--- src/rtl/salida_pkg.sv ---
// Shared constants for the LED output peripheral: register map,
// CTRL/STATUS bit positions and the blink FSM state encoding.
package salida_pkg;

  localparam logic [1:0] ADDR_DATA   = 2'd0;
  localparam logic [1:0] ADDR_MASK   = 2'd1;
  localparam logic [1:0] ADDR_PERIOD = 2'd2;
  localparam logic [1:0] ADDR_CTRL   = 2'd3;

  localparam int CTRL_CLR_IRQ = 0;
  localparam int CTRL_N_LSB   = 8;
  localparam int CTRL_START   = 16;
  localparam int CTRL_STOP    = 17;

  localparam int STAT_IRQ     = 0;
  localparam int STAT_BUSY    = 1;
  localparam int STAT_REM_LSB = 8;

  typedef enum logic [1:0] {
    ST_IDLE  = 2'd0,
    ST_CONT  = 2'd1,
    ST_COUNT = 2'd2
  } state_t;

endpackage

--- src/rtl/salida_leds_if.sv ---
// Avalon-MM slave bus bundle (address/write/read/data) plus the level IRQ.
interface salida_leds_if;
  logic [1:0]  avl_address;
  logic        avl_write;
  logic [31:0] avl_writedata;
  logic        avl_read;
  logic [31:0] avl_readdata;
  logic        avl_irq;

  modport master (
    output avl_address, avl_write, avl_writedata, avl_read,
    input  avl_readdata, avl_irq
  );

  modport slave (
    input  avl_address, avl_write, avl_writedata, avl_read,
    output avl_readdata, avl_irq
  );
endinterface

--- src/rtl/salida_prescaler.sv ---
// Half-period prescaler: counts 0..period-1 while enabled and pulses tick
// on the terminal count. The >= compare lets a shrinking period take effect
// immediately instead of wrapping around the whole counter range.
module salida_prescaler #(
  parameter int PER_BITS = 24
) (
  input  logic                clk,
  input  logic                reset_n,
  input  logic                en,
  input  logic                clr,
  input  logic [PER_BITS-1:0] period,
  output logic                tick
);

  logic [PER_BITS-1:0] cnt;

  assign tick = en && (cnt >= (period - PER_BITS'(1)));

  // Counter: held at zero when idle or cleared, restarts after each tick
  always_ff @(posedge clk) begin
    if (!reset_n) begin
      cnt <= '0;
    end else if (clr || !en || tick) begin
      cnt <= '0;
    end else begin
      cnt <= cnt + PER_BITS'(1);
    end
  end

endmodule

--- src/rtl/salida_leds.sv ---
// LED output peripheral: static level register, per-bit blink mask,
// programmable half-period and a counted blink train that raises an IRQ
// when it completes.
module salida_leds
  import salida_pkg::*;
#(
  parameter int WIDTH    = 4,
  parameter int PER_BITS = 24
) (
  input  logic             clk,
  input  logic             reset_n,
  salida_leds_if.slave     bus,
  output logic [WIDTH-1:0] leds
);

  logic [WIDTH-1:0]    data;
  logic [WIDTH-1:0]    mask;
  logic [PER_BITS-1:0] period;
  logic                phase;
  logic                irq;
  logic [7:0]          remaining;
  state_t              state;

  logic                ctrl_wr;
  logic                start;
  logic                stop;
  logic                clr_irq;
  logic [7:0]          n_req;
  logic                running;
  logic                tick;
  logic                done;
  logic [31:0]         rdata;

  // A stop in the same write overrides a start
  assign ctrl_wr = bus.avl_write && (bus.avl_address == ADDR_CTRL);
  assign stop    = ctrl_wr && bus.avl_writedata[CTRL_STOP];
  assign start   = ctrl_wr && bus.avl_writedata[CTRL_START] && !bus.avl_writedata[CTRL_STOP];
  assign clr_irq = ctrl_wr && bus.avl_writedata[CTRL_CLR_IRQ];
  assign n_req   = bus.avl_writedata[CTRL_N_LSB +: 8];
  assign running = (state != ST_IDLE);

  // A full on/off cycle ends on the low->high toggle; the last one completes the train
  assign done = (state == ST_COUNT) && tick && !phase && (remaining == 8'd1) && !start && !stop;

  salida_prescaler #(.PER_BITS(PER_BITS)) u_prescaler (
    .clk     (clk),
    .reset_n (reset_n),
    .en      (running),
    .clr     (start || stop),
    .period  (period),
    .tick    (tick)
  );

  // Software-visible DATA/MASK/PERIOD registers; a zero period is stored as 1
  always_ff @(posedge clk) begin
    if (!reset_n) begin
      data   <= '0;
      mask   <= '0;
      period <= PER_BITS'(1);
    end else if (bus.avl_write) begin
      case (bus.avl_address)
        ADDR_DATA:   data <= bus.avl_writedata[WIDTH-1:0];
        ADDR_MASK:   mask <= bus.avl_writedata[WIDTH-1:0];
        ADDR_PERIOD: period <= (bus.avl_writedata[PER_BITS-1:0] == '0) ?
                               PER_BITS'(1) : bus.avl_writedata[PER_BITS-1:0];
        default:     ;
      endcase
    end
  end

  // Blink FSM with phase, remaining count and IRQ (set beats clear)
  always_ff @(posedge clk) begin
    if (!reset_n) begin
      state     <= ST_IDLE;
      phase     <= 1'b0;
      remaining <= 8'd0;
      irq       <= 1'b0;
    end else begin
      if (stop) begin
        state     <= ST_IDLE;
        phase     <= 1'b0;
        remaining <= 8'd0;
      end else if (start) begin
        phase     <= 1'b1;
        remaining <= n_req;
        state     <= (n_req == 8'd0) ? ST_CONT : ST_COUNT;
      end else if (tick) begin
        if (state == ST_COUNT && !phase) begin
          if (remaining == 8'd1) begin
            state     <= ST_IDLE;
            phase     <= 1'b0;
            remaining <= 8'd0;
          end else begin
            phase     <= 1'b1;
            remaining <= remaining - 8'd1;
          end
        end else begin
          phase <= !phase;
        end
      end
      if (done) begin
        irq <= 1'b1;
      end else if (clr_irq) begin
        irq <= 1'b0;
      end
    end
  end

  // Zero-latency read mux; idle bus reads as zero
  always_comb begin
    rdata = '0;
    if (bus.avl_read) begin
      case (bus.avl_address)
        ADDR_DATA:   rdata[WIDTH-1:0] = data;
        ADDR_MASK:   rdata[WIDTH-1:0] = mask;
        ADDR_PERIOD: rdata[PER_BITS-1:0] = period;
        default: begin
          rdata[STAT_IRQ]             = irq;
          rdata[STAT_BUSY]            = running;
          rdata[STAT_REM_LSB +: 8]    = remaining;
        end
      endcase
    end
  end

  assign bus.avl_readdata = rdata;
  assign bus.avl_irq      = irq;
  assign leds             = data ^ (mask & {WIDTH{phase}});

endmodule

--- src/flat_wrapper.sv ---
// flat-port wrapper written by rule: the top's interface ports become plain ports
module salida_leds_flat import salida_pkg::*;
#(
  parameter int WIDTH    = 4,
  parameter int PER_BITS = 24
)
  (clk, reset_n, leds, bus_avl_address, bus_avl_write, bus_avl_writedata, bus_avl_read, bus_avl_readdata, bus_avl_irq);
  salida_leds_if bus_i ();
  input  logic clk;
  input  logic reset_n;
  output logic [WIDTH-1:0] leds;
  input wire logic [$bits(bus_i.avl_address)-1:0] bus_avl_address;
  input wire logic [$bits(bus_i.avl_write)-1:0] bus_avl_write;
  input wire logic [$bits(bus_i.avl_writedata)-1:0] bus_avl_writedata;
  input wire logic [$bits(bus_i.avl_read)-1:0] bus_avl_read;
  output wire logic [$bits(bus_i.avl_readdata)-1:0] bus_avl_readdata;
  output wire logic [$bits(bus_i.avl_irq)-1:0] bus_avl_irq;
  assign bus_i.avl_address = bus_avl_address;
  assign bus_i.avl_write = bus_avl_write;
  assign bus_i.avl_writedata = bus_avl_writedata;
  assign bus_i.avl_read = bus_avl_read;
  assign bus_avl_readdata = bus_i.avl_readdata;
  assign bus_avl_irq = bus_i.avl_irq;
  salida_leds #(.WIDTH(WIDTH), .PER_BITS(PER_BITS)) u_core (.clk(clk), .reset_n(reset_n), .bus(bus_i), .leds(leds));
endmodule
--- config.mk ---
export PLATFORM = sky130hd
export DESIGN_NAME = salida_leds_flat
export DESIGN_NICKNAME = d
export VERILOG_FILES = /design/src/rtl/salida_pkg.sv /design/src/rtl/salida_leds_if.sv /design/src/rtl/salida_prescaler.sv /design/src/rtl/salida_leds.sv /design/src/flat_wrapper.sv
export SDC_FILE = /design/constraint.sdc
export NUM_CORES = 1
export LEC_CHECK = 0
export ABC_AREA = 1
export CAP_MARGIN = 10
export CORE_UTILIZATION = 50
export CTS_CLUSTER_SIZE = 30
export DETAILED_ROUTE_END_ITERATION = 10
export GPL_TIMING_DRIVEN = 0
export PLACE_DENSITY = 0.81
export SYNTH_ARGS = -nofsm -noshare
export SYNTH_HDL_FRONTEND = slang
export SYNTH_SLANG_ARGS = --single-unit
--- constraint.sdc ---
create_clock -name clk -period 3.2 [get_ports clk]
set_input_delay 0.48 -clock clk [delete_from_list [all_inputs] [get_ports clk]]
set_output_delay 0.48 -clock clk [all_outputs]
set_load 0.01 [all_outputs]
==> key figures <==
Route
  – DRC: 0
  – Drt via density: 5.39
  – Wirelength per Cell: 14.6 µm
  – Remaining antenna violation count: 0
  – Routed WL: about 13000 µm
  – First-pass DRT Iterations: 4
  – Drt first-iter violations: 290
  – Via Count: 4833

Yosys
  – Yosys top cell area share: 0.292
  – Netlist cell types: 43
  – Netlist Area Pre-Place: 4670 µm²
  – Avg Inst Size Synth: between 6 and 7 µm²
  – Seq/Total Area, Yosys: 0.292
  – Post-synth top area cell: dfxtp_1
  – Synth Instances: 690
  – Synthesized flop and latch total: just under 70
  – Yosys warning total: 0
  – Largest cells by area after synthesis: dfxtp_1 (29%), nand2_1 (11%), inv_1 (7.6%), ha_1 (7.5%), nor2_1 (6.8%)

Power
  – P per Cell Area: 329 nW/µm²
  – Peak supply drop: 0.296 mV
  – Power consumption: 1970 µW
  – Pleak: 0.00254 µW

STA
  – Tmin final: approximately 3.1 ns
  – Hold Violations, Final: 0
  – Final slew viol count: 0
  – Fmax: roughly 320 MHz
  – Unrepaired setup endpoints after global routing: true
  – Final Cycle Share: 0.981
  – Setup ws final: ~0.062 ns
  – Least-Margin Pin Slew: 0.628 ns
  – Final setup viols: 0
  – Slew Limit Headroom: 0.578
  – Clock Skews: 0.00897 ns
  – Setup TNS: 0 ns

Die
  – Row count: 34
  – Die H: approximately 99 µm
  – Die width: between 90 and 100 µm
  – IO Pins: 75
  – Initial Util: 0.525
  – Die area: around 10000 µm²
  – Core area: 8890 µm²

Clocking
  – Clock root buffer: clkbuf_8
  – Worst-Skew Late Latency: 0.35 ns
  – CTS tree: built
  – Clock sinks: just under 70
  – Clk slew on worst S/H paths: ~0.08 ns
  – Num CTS Buffers: 9
  – Max clock buf depth: 2
  – H-tree depth: 3

Setup path
  – R2R Setup Slk: 0.06 ns
  – Worst EP required: around 3.5 ns
  – Reg2reg end: u_core.u_prescaler.cnt[14]$_SDFF_PP0_
  – CP Launch Type: flop
  – Crit end category: flop
  – Worst flop-to-flop path startpoint: u_core.period[1]$_SDFFE_PN0P_
  – Critical path class: reg2reg
  – CP arrival: about 3.4 ns
  – Worst r2r path cells: 24
  – Max FO, Critical Path: 6

Global route
  – Gr usage total: 0.277
  – Met2 Usage GRT: 0.478
  – Most Used Layer, Global Route: met2
  – Vias in the first global route: 4831
  – First-pass GRT wire length: ~22000 µm
  – Initial antenna violation count: 0
  – Routing usage on met1: 0.325
  – Largest net degree at the start of global routing: 12
  – Grt ovf: 0
  – GR Util met3: 0.0631

Placed design
  – Placement Setup Slack: -0.235 ns
  – Count of input and output buffers: 57
  – Placed cell areas: ~5400 µm²
  – Final HPWL DP: slightly below 10000 µm
  – GPL Wtd Cong: a little over 0.9
  – Dpl cells: around 860

Cells and area
  – Register area: 1370 µm²
  – Final antenna diode count: 0
  – Finished Cell Area: around 6000 µm²
  – Area Overhead vs Synth: 28.3%
  – Fillers: 739
  – Commonest non-fill, non-tap cell in the layout: nand2_1
  – Layout cell share with drive strength beyond 1: 0.169
  – Area occupied by multi-input gates: 3010 µm²
  – Most frequent cells in the layout: nand2_1 (130), inv_1 (91), nor2_1 (76)
  – Final net count: 851
  – Finished Layout Cells: 897

Worst hold path
  – Hold_sp: u_core.u_prescaler.cnt[0]$_SDFF_PP0_
  – Hold endpoint: u_core.u_prescaler.cnt[0]$_SDFF_PP0_
  – Hold/Removal Path Class: reg2reg
  – Hold-critical path depth: 1

Run status
  – Status: complete, no violations

Job
  – Max cap viols: 0
==> flip-flops by register name, summed over array words and instances, names as in the netlist <==
signal	count
u_core.remaining	8
u_core.phase	1
u_core.period	24
u_core.data	4
u_core.mask	4
u_core.u_prescaler.cnt	24
u_core.state	2
u_core.bus.avl_irq	1
==> kinds of logic (layout without fill, tap and decap cells) <==
logic type               count (synthesis)  count (layout)  synth area share
AO/OA/AOI/OAI                          112             112             0.130
XOR/XNOR                                36              36            0.0676
adder cells (fa/ha/maj)                 28              28            0.0751
buffers and inverters                  129             220             0.113
flip-flops                              68              68             0.292
other                                    1               8          0.000804
AND/OR/NAND/NOR                        316             317             0.323
==> critical path, cell delays in order (launching register included) <==
cell     delay [ns]
dfxtp_2        0.34
inv_4          0.08
nand2_4        0.05
nor2_4         0.13
nand3_4        0.09
nor2_4         0.17
nand2_4        0.08
nor2_4         0.16
nand2_4        0.08
nor2_4         0.13
nand2_2        0.06
xor2_1         0.14
ha_1           0.33
nand2_2        0.10
inv_1          0.04
nand2_1        0.05
nand2_1        0.05
nand2_1        0.06
nand2_1        0.06
a21oi_2        0.16
nand2_4        0.11
nand2_4        0.09
nand4_4        0.18
buf_6          0.22
nor3_4         0.09
==> metal layers <==
layer	up-vias	wire length, µm
met4	0	328
met1	2208	5470
met3	28	786
met5	-	0
li1	2409	-
met2	188	6560
==> stage by stage <==
| stage | hold WS (ns) | utilization |
|---|---|---|
| global route | 0.494 | 0.673 |
| floorplan | 0.430 | - |
| detailed placement | 0.460 | 0.607 |
| global placement | 0.444 | 0.607 |
| finish | 0.468 | 0.673 |
| CTS | 0.476 | 0.644 |
==> worst max-delay path by stage <==
stage	start	to	depth (start not counted)
global route	u_core.period[1]$_SDFFE_PN0P_	u_core.u_prescaler.cnt[14]$_SDFF_PP0_	24
finish	u_core.period[1]$_SDFFE_PN0P_	u_core.u_prescaler.cnt[14]$_SDFF_PP0_	24
CTS	u_core.period[0]$_SDFFE_PN1P_	u_core.u_prescaler.cnt[14]$_SDFF_PP0_	21
floorplan	u_core.period[0]$_SDFFE_PN1P_	u_core.u_prescaler.cnt[16]$_SDFF_PP0_	23
detailed placement	u_core.period[0]$_SDFFE_PN1P_	u_core.u_prescaler.cnt[3]$_SDFF_PP0_	23
global placement	u_core.period[0]$_SDFFE_PN1P_	u_core.u_prescaler.cnt[16]$_SDFF_PP0_	23
==> power by group <==
group | switching [µW] | total, µW | internal [µW]
Sequential | 27.4 | 896 | 868
Combinational | 208 | 358 | 149
Clock | 339 | 714 | 376
Total | 574 | 1970 | 1390
==> Yosys cell counts, drive strengths merged <==
cell type / n
and2: 1
nand2: 145
o211ai: 1
xor2: 28
o2111ai: 1
or4: 1
clkinv: 4
buf: 16
a21o: 2
dfxtp: 68
a21oi: 61
a221oi: 1
nand4: 13
xnor2: 8
conb: 1
nor2: 97
nor3: 26
inv: 103
or2: 1
o221ai: 1
a211oi: 6
o21ai: 31
nor4: 9
clkbuf: 6
nand3: 22
o22ai: 7
o21a: 1
and3: 1
ha: 28
==> layout make-up <==
type	instances	share of cell area
Inverter	107	0.0688
Clock buffer	11	0.0236
Tap cell	108	0.0226
Multi-Input combinational cell	501	0.503
Buffer	21	0.0219
Timing Repair Buffer	77	0.124
Clock inverter	4	0.00836
Sequential cell	68	0.228
==> what timing repair did <==
item,CTS,global route
hold buffers,0,0
hold endpoints to repair,0,0
gates resized for setup,24,44
cloned,3,0
endpoints found under the setup margin,35,38
pin swaps,11,25
setup buffers,6,12
Note: power is estimated with default switching activity, not from simulation.
